## src/rtl/mux4_rr_arbiter_if.sv

```systemverilog
// Request/grant bundle between four requesters and the shared-resource arbiter.
interface mux4_rr_arbiter_if;
  logic [3:0] req;
  logic [3:0] gnt;
  logic [1:0] sel;
  logic       busy;
  logic       timeout;

  modport master (output req, input gnt, sel, busy, timeout);
  modport slave  (input req, output gnt, sel, busy, timeout);
endinterface

```

## src/rtl/mux4_rr_arbiter.sv

```systemverilog
// Round-robin arbiter steering a Mux4 onto one shared resource; registered one-hot
// grant with a MAX_HOLD tenure limit so a busy owner cannot starve the others.
module mux4_rr_arbiter #(
  parameter int MAX_HOLD = 16
) (
  input  logic               clk,
  input  logic               rst_n,
  mux4_rr_arbiter_if.slave   bus
);
  localparam int CW = $clog2(MAX_HOLD + 1);

  typedef enum logic {IDLE, GRANT} state_t;

  state_t        state_q, state_d;
  logic [3:0]    gnt_q, gnt_d;
  logic [1:0]    sel_q, sel_d;
  logic [1:0]    last_q, last_d;
  logic          busy_q, busy_d;
  logic          timeout_q, timeout_d;
  logic [CW-1:0] cnt_q, cnt_d;
  logic [1:0]    pick;

  // Search from base+1 upward with wrap; base itself ranks last. Descending loop so
  // the nearest hit is written last and wins.
  function automatic logic [1:0] rr_pick(input logic [3:0] r, input logic [1:0] base);
    logic [1:0] idx;
    rr_pick = base;
    for (int k = 4; k >= 1; k--) begin
      idx = base + 2'(k);
      if (r[idx]) rr_pick = idx;
    end
  endfunction

  assign pick = rr_pick(bus.req, last_q);

  always_comb begin
    state_d   = state_q;
    gnt_d     = gnt_q;
    sel_d     = sel_q;
    last_d    = last_q;
    busy_d    = busy_q;
    cnt_d     = cnt_q;
    timeout_d = 1'b0;
    case (state_q)
      IDLE: begin
        if (|bus.req) begin
          state_d = GRANT;
          gnt_d   = 4'b0001 << pick;
          sel_d   = pick;
          last_d  = pick;
          busy_d  = 1'b1;
          cnt_d   = CW'(1);
        end
      end
      GRANT: begin
        // Release outranks timeout: a dropping owner never produces a pulse.
        if (!bus.req[sel_q]) begin
          if (|bus.req) begin
            gnt_d  = 4'b0001 << pick;
            sel_d  = pick;
            last_d = pick;
            cnt_d  = CW'(1);
          end else begin
            state_d = IDLE;
            gnt_d   = 4'b0000;
            busy_d  = 1'b0;
            cnt_d   = '0;
          end
        end else if (cnt_q == CW'(MAX_HOLD)) begin
          timeout_d = 1'b1;
          gnt_d     = 4'b0001 << pick;
          sel_d     = pick;
          last_d    = pick;
          cnt_d     = CW'(1);
        end else begin
          cnt_d = cnt_q + CW'(1);
        end
      end
      default: state_d = IDLE;
    endcase
  end

  always_ff @(posedge clk or negedge rst_n) begin
    if (!rst_n) begin
      state_q   <= IDLE;
      gnt_q     <= '0;
      sel_q     <= '0;
      last_q    <= 2'd3;
      busy_q    <= 1'b0;
      timeout_q <= 1'b0;
      cnt_q     <= '0;
    end else begin
      state_q   <= state_d;
      gnt_q     <= gnt_d;
      sel_q     <= sel_d;
      last_q    <= last_d;
      busy_q    <= busy_d;
      timeout_q <= timeout_d;
      cnt_q     <= cnt_d;
    end
  end

  assign bus.gnt     = gnt_q;
  assign bus.sel     = sel_q;
  assign bus.busy    = busy_q;
  assign bus.timeout = timeout_q;
endmodule

```

## src/flat_wrapper.sv

```systemverilog
// flat-port wrapper written by rule: the top's interface ports become plain ports
module mux4_rr_arbiter_flat 
#(
  parameter int MAX_HOLD = 16
)
  (clk, rst_n, bus_req, bus_gnt, bus_sel, bus_busy, bus_timeout);
  mux4_rr_arbiter_if bus_i ();
  input  logic clk;
  input  logic rst_n;
  input wire logic [$bits(bus_i.req)-1:0] bus_req;
  output wire logic [$bits(bus_i.gnt)-1:0] bus_gnt;
  output wire logic [$bits(bus_i.sel)-1:0] bus_sel;
  output wire logic [$bits(bus_i.busy)-1:0] bus_busy;
  output wire logic [$bits(bus_i.timeout)-1:0] bus_timeout;
  assign bus_i.req = bus_req;
  assign bus_gnt = bus_i.gnt;
  assign bus_sel = bus_i.sel;
  assign bus_busy = bus_i.busy;
  assign bus_timeout = bus_i.timeout;
  mux4_rr_arbiter #(.MAX_HOLD(MAX_HOLD)) u_core (.clk(clk), .rst_n(rst_n), .bus(bus_i));
endmodule
```

## config.mk

```make
export PLATFORM = sky130hd
export DESIGN_NAME = mux4_rr_arbiter_flat
export DESIGN_NICKNAME = d
export VERILOG_FILES = /design/src/rtl/mux4_rr_arbiter_if.sv /design/src/rtl/mux4_rr_arbiter.sv /design/src/flat_wrapper.sv
export SDC_FILE = /design/constraint.sdc
export NUM_CORES = 1
export LEC_CHECK = 0
export CAP_MARGIN = 10
export CORE_UTILIZATION = 50
export DETAILED_ROUTE_END_ITERATION = 10
export MAX_ROUTING_LAYER = met4
export PLACE_DENSITY = 0.79
export SETUP_SLACK_MARGIN = 0.4
export SYNTH_ARGS = -nofsm -noshare
export SYNTH_HDL_FRONTEND = slang
export SYNTH_SLANG_ARGS = --single-unit
```

## constraint.sdc

```tcl
create_clock -name clk -period 2.4 [get_ports clk]
set_clock_uncertainty 0.2 [all_clocks]
set_input_delay 0.6 -clock clk [delete_from_list [all_inputs] [get_ports clk]]
set_output_delay 0.6 -clock clk [all_outputs]
set_load 0.005 [all_outputs]
```

### Word-level counts from Yosys, hierarchy flattened

Index checks and enable logic that the tools add are counted.

* register bits: 16
* input port bits: 6
* output and inout port bits: 8
* word-level logic and storage cells: 63

* add/sub/neg operators: 4
* $lt $le $gt $ge: 4
* equality and inequality tests: 5
* shifts and indexed selects: 1
* muxes and demuxes: 38
* bitwise logic cells: 1
* reductions and logical operators: 3

Operator list (count)
* $mux W2: 8
* $mux W4: 4
* $mux W5: 3
* $mux W1: 13
* $lt A2 B3 Y1 const B: 4
* $pmux W5 S2: 1
* $bmux W1 S2: 4
* $pmux W2 S2: 2
* $pmux W4 S2: 1
* $add A5 B1 Y5 const B: 1
* $eq A5 B5 Y1 const B: 1
* $add A2 B2 Y2 const B: 2
* $ne A2 B2 Y1 const B: 2
* $pmux W1 S2: 2
* $reduce_or A4 Y1: 1
* $shl A1 B2 Y4 const A: 1
* $ne A3 B3 Y1 const B: 1
* $reduce_and A3 Y1: 1
* $add A2 B1 Y2 const B: 1
* $ne A2 B1 Y1 const B: 1
* $reduce_and A2 Y1: 1
* $not A1 Y1: 1

### Longest topological paths before layout

* depth in word-level cells: 10
* mapped depth: 6
* mapped depth without buffers: 5

### Worst setup path after synthesis

OpenSTA, ideal clock, no wires.

* path kind: in2reg
* start point: in bus_req[0]
* end point: reg u_core.sel_q[0] (netlist: u_core.bus.sel[0])
* setup time: 0.125 ns
* data arrival time: 1.710 ns
* data required time: 2.075 ns
* path slack: 0.365 ns
* cell stages on the path: 4
* path buffers: 1
* cell sequence: or4_4 -> buf_6 -> a21boi_4 -> mux2_4

* longest elaborated chain between the ends: 8
* elaborated cells on any way between the ends: 17
* those cells by class: eq/ne: 1; mux: 15; reduce/logical: 1

Ends and longest elaborated chain
* from (decl): RTL line flat_wrapper.sv:10 `input wire logic [$bits(bus_i.req)-1:0] bus_req;`
* $bmux W1 S2: RTL line mux4_rr_arbiter.sv:30 `if (r[idx]) rr_pick = idx;`
* $mux W1 (implied by the code): RTL line mux4_rr_arbiter.sv:30
* $mux W2 (3 in a row): RTL line mux4_rr_arbiter.sv:30
* $mux W2 (on tied branches): RTL line mux4_rr_arbiter.sv:46, mux4_rr_arbiter.sv:58, mux4_rr_arbiter.sv:69
* $mux W2: RTL line mux4_rr_arbiter.sv:57 `if (!bus.req[sel_q]) begin`
* $pmux W2 S2: RTL line mux4_rr_arbiter.sv:44 `case (state_q)`
* to (signal assigned): RTL line mux4_rr_arbiter.sv:95 `sel_q <= sel_d;`
* to (decl): RTL line mux4_rr_arbiter.sv:16 `logic [1:0] sel_q, sel_d;`

Parallel ways exist; a longest one is shown, timed or not. The select of a mux whose other input is x is not followed.
A chain may end at the register's enable or synchronous reset.

### Worst setup path in the final report

* start point: in bus_req[1]
* end point: reg u_core.gnt_q[3] (netlist: u_core.bus.gnt[3])

* longest elaborated chain between the ends: 9
* elaborated cells on any way between the ends: 21
* those cells by class: eq/ne: 2; shift: 1; mux: 16; reduce/logical: 2

Ends and longest elaborated chain
* $bmux W1 S2: RTL line mux4_rr_arbiter.sv:30
* $mux W1 (implied by the code): RTL line mux4_rr_arbiter.sv:30
* $mux W2 (3 in a row): RTL line mux4_rr_arbiter.sv:30
* $shl A1 B2 Y4: RTL line mux4_rr_arbiter.sv:48, mux4_rr_arbiter.sv:59, mux4_rr_arbiter.sv:71
* $mux W4 (on tied branches): RTL line mux4_rr_arbiter.sv:58, mux4_rr_arbiter.sv:69
* $mux W4: RTL line mux4_rr_arbiter.sv:57
* $pmux W4 S2: RTL line mux4_rr_arbiter.sv:44
* to (signal assigned): RTL line mux4_rr_arbiter.sv:94 `gnt_q <= gnt_d;`
* to (decl): RTL line mux4_rr_arbiter.sv:15 `logic [3:0] gnt_q, gnt_d;`

Parallel ways exist; a longest one is shown, timed or not. The select of a mux whose other input is x is not followed.

==> results.yml <==
global_routing:
  grtUsageTotal: 0.248
  overflow: 0
  grt_pass1_wl_um: 3210
  grt_pass1_vias: 683
  antenna_found_initial: 0
  grt_max_degree: 17
setup_path:
  crit_required_ps: 2390
  cp_max_fo: 6
  endpoint_kind: "flip-flop"
  start_kind: "primary input"
  r2r-start: "u_core.cnt_q[0]"
  cp.arrival_ps: 2020
  crit_start: "bus_req[1]"
  critPathKind: "in2reg"
timing:
  min_period_ps: 2030
  setup_violations: 0
  hold_viol_final: 0
  rsz0062_at_grt: "true"
  period_share: 0.845
  drv_slew: 0
  worstMarginPinSlew_ps: 332
  relSlewSlack: 0.776
  whs_ps: 321
  fmax_mhz: 493
placed_design:
  numPortBuffers: 13
  routabilityCongestion: 0.802
  dp_hpwl_um: 1440
  dp.cells: 117
logic_synthesis:
  yosysTopAreaCell: "dfrtp_1"
  yosysWarnings: 0
  synth_nets: 88
  ys.flop_type: "dfrtp_1"
  syn_avg_cell_area_um2: 11.0
  synthArstFlopShare: 1.00
  ys_seq_area_frac: 0.459
  synth_top_cell_area_share: 0.399
  synth_edf_count: 0
  synthesis.area_um2: 878
  synthCells: 80
  synth.area.top_cells: "dfrtp_1 (40%), dfstp_2 (6.0%), mux2_4 (5.1%)"
  ys_seq_elements: 16
  synth.distinct_cells: 33
die:
  coreArea_mm2: 0.00158
  fp.dieH_um: 43.9
  num_rows: 14
  fp.dieW_um: 43.9
  die-area_mm2: 0.00193
  io_pins: 14
  initial_core_util: 0.557
pwr:
  vdd_drop_max_v: 0.000684
  p_total_mw: 1.41
  p_per_area_mw_per_mm2: 1200
  power.leakage_nw: 0.551
job:
  max_cap_violations: 0
clock_network:
  cts_buffer_depth: 2
  cts_max_level: 1
  numClockSinks: 16
  cts_tree: "yes"
  cts_buffers: 3
  cts.clk_slew.worst_paths_ps: 100
  clockRootBuffer: "clkbuf_4"
  worstSkewPairLatency_ps: 290
routing:
  routed_wl_um: 2180
  routedWlPerCell_um: 17.4
  antenna_left: 0
  first_pass_iters: 6
  vias_per_cell: 6.12
  drc: 0
  drtIter0Drc: 24
  num_vias: 765
layout:
  nets: 118
  drive_gt1_frac: 0.312
  final_cells: 125
  syn_to_final_growth_pct: 33.9
  diodes: 0
min_path:
  hp-class: "reg2reg"
  hold_path.startpoint: "u_core.bus.gnt[2]"
run_status:
  status: "completed"
-- worst paths after layout --
path                                     end  slack (ps)  cells past startpoint
setup / recovery           u_core.bus.gnt[3]         370                      5
hold / removal             u_core.bus.gnt[2]         320                      1
setup reg to reg           u_core.bus.sel[1]         470                      5
hold reg to reg            u_core.bus.gnt[2]         320                      1
max in group asynchronous   u_core.last_q[0]        1340                      2
min in group asynchronous    u_core.cnt_q[2]         420                      2
-- cells in the final DEF (no fill, tap or decap), drive strengths merged, types with 2 or more instances in the layout --
cell           count
mux2i              4
or2                2
a32o               4
nor2               4
buf               15
dlygate4sd2        4
a21oi              5
dfstp              2
dlymetal6s2s       2
inv                6
nand3              3
clkdlybuf4s50      7
a31oi              3
nand2              5
ha                 2
o21ai              4
dfrtp             14
mux2               3
o32ai              2
nand2b             2
clkbuf             4
-- cell type report --
cell class	count	area, µm²
Timing Repair Buffer	28	243
Sequential cell	16	404
Multi-Input combinational cell	55	450
Tap cell	16	20.0
Clock buffer	4	36.3
Inverter	6	22.5
Fill cell	117	400
-- where the power goes --
part / switching [mW] / internal (mW)
clock network: 0.0912 / 0.0925
registers: 0.0998 / 0.380
logic: 0.333 / 0.417
-- logic make-up (layout without fill, tap and decap cells) --
group | count (synthesis) | after routing | share of synthesized area
compound gates | 24 | 24 | 0.221
simple gates | 21 | 21 | 0.137
flops | 16 | 16 | 0.459
buf+inv | 9 | 38 | 0.0484
mux | 7 | 7 | 0.0969
fa+ha+maj | 2 | 2 | 0.0285
xor+xnor | 1 | 1 | 0.00997
-- sequential cells by signal (all words and copies together) (netlist names) --
signal	cells
u_core.bus.timeout	1
u_core.bus.busy	1
u_core.state_q	1
u_core.bus.gnt	4
u_core.bus.sel	2
u_core.cnt_q	5
u_core.last_q	2
-- per-layer routing --
metal,wire length (µm),part of all wire,vias up,track usage
li1,-,-,358,-
met1,944,0.43,366,0.301
met2,1080,0.50,37,0.391
met3,126,0.058,4,0.0542
met4,25,0.011,0,0.121
met5,0,0,-,-
-- worst max-delay path, cell delays in order --
cell           delay, ps
dlygate4sd2_1        270
or4_4                580
a21boi_4             190
buf_4                160
a32o_1               220
-- through the flow --
step	instance area (µm²)	util	setup slack, ps	TNS, ps
after floorplan	878	-	365	0
after global placement	1090	0.692	-21.5	-42.9
after detailed placement	1090	0.692	-54.6	-178
after CTS	1160	0.738	416	0
after global routing	1180	0.746	355	0
final	1180	0.746	372	0
-- repair_timing --
| item | CTS | global route |
|---|---|---|
| pin swaps | 3 | 3 |
| setup endpoints to repair | 14 | 8 |
| gates resized for setup | 8 | 2 |
| hold buffers | 0 | 0 |
| setup buffers | 3 | 1 |
-- synth_stat cells, types with 2 or more instances --
cell type	count
dfrtp_1	14
inv_1	6
a21oi_1	5
nand2_1	5
a32o_1	4
mux2i_1	4
nor2_1	4
a31oi_1	3
mux2_4	3
nand3_1	3
o21ai_0	3
dfstp_2	2
ha_1	2
nand2b_1	2
o32ai_1	2
No activity file was read; power rests on OpenSTA's default activity.
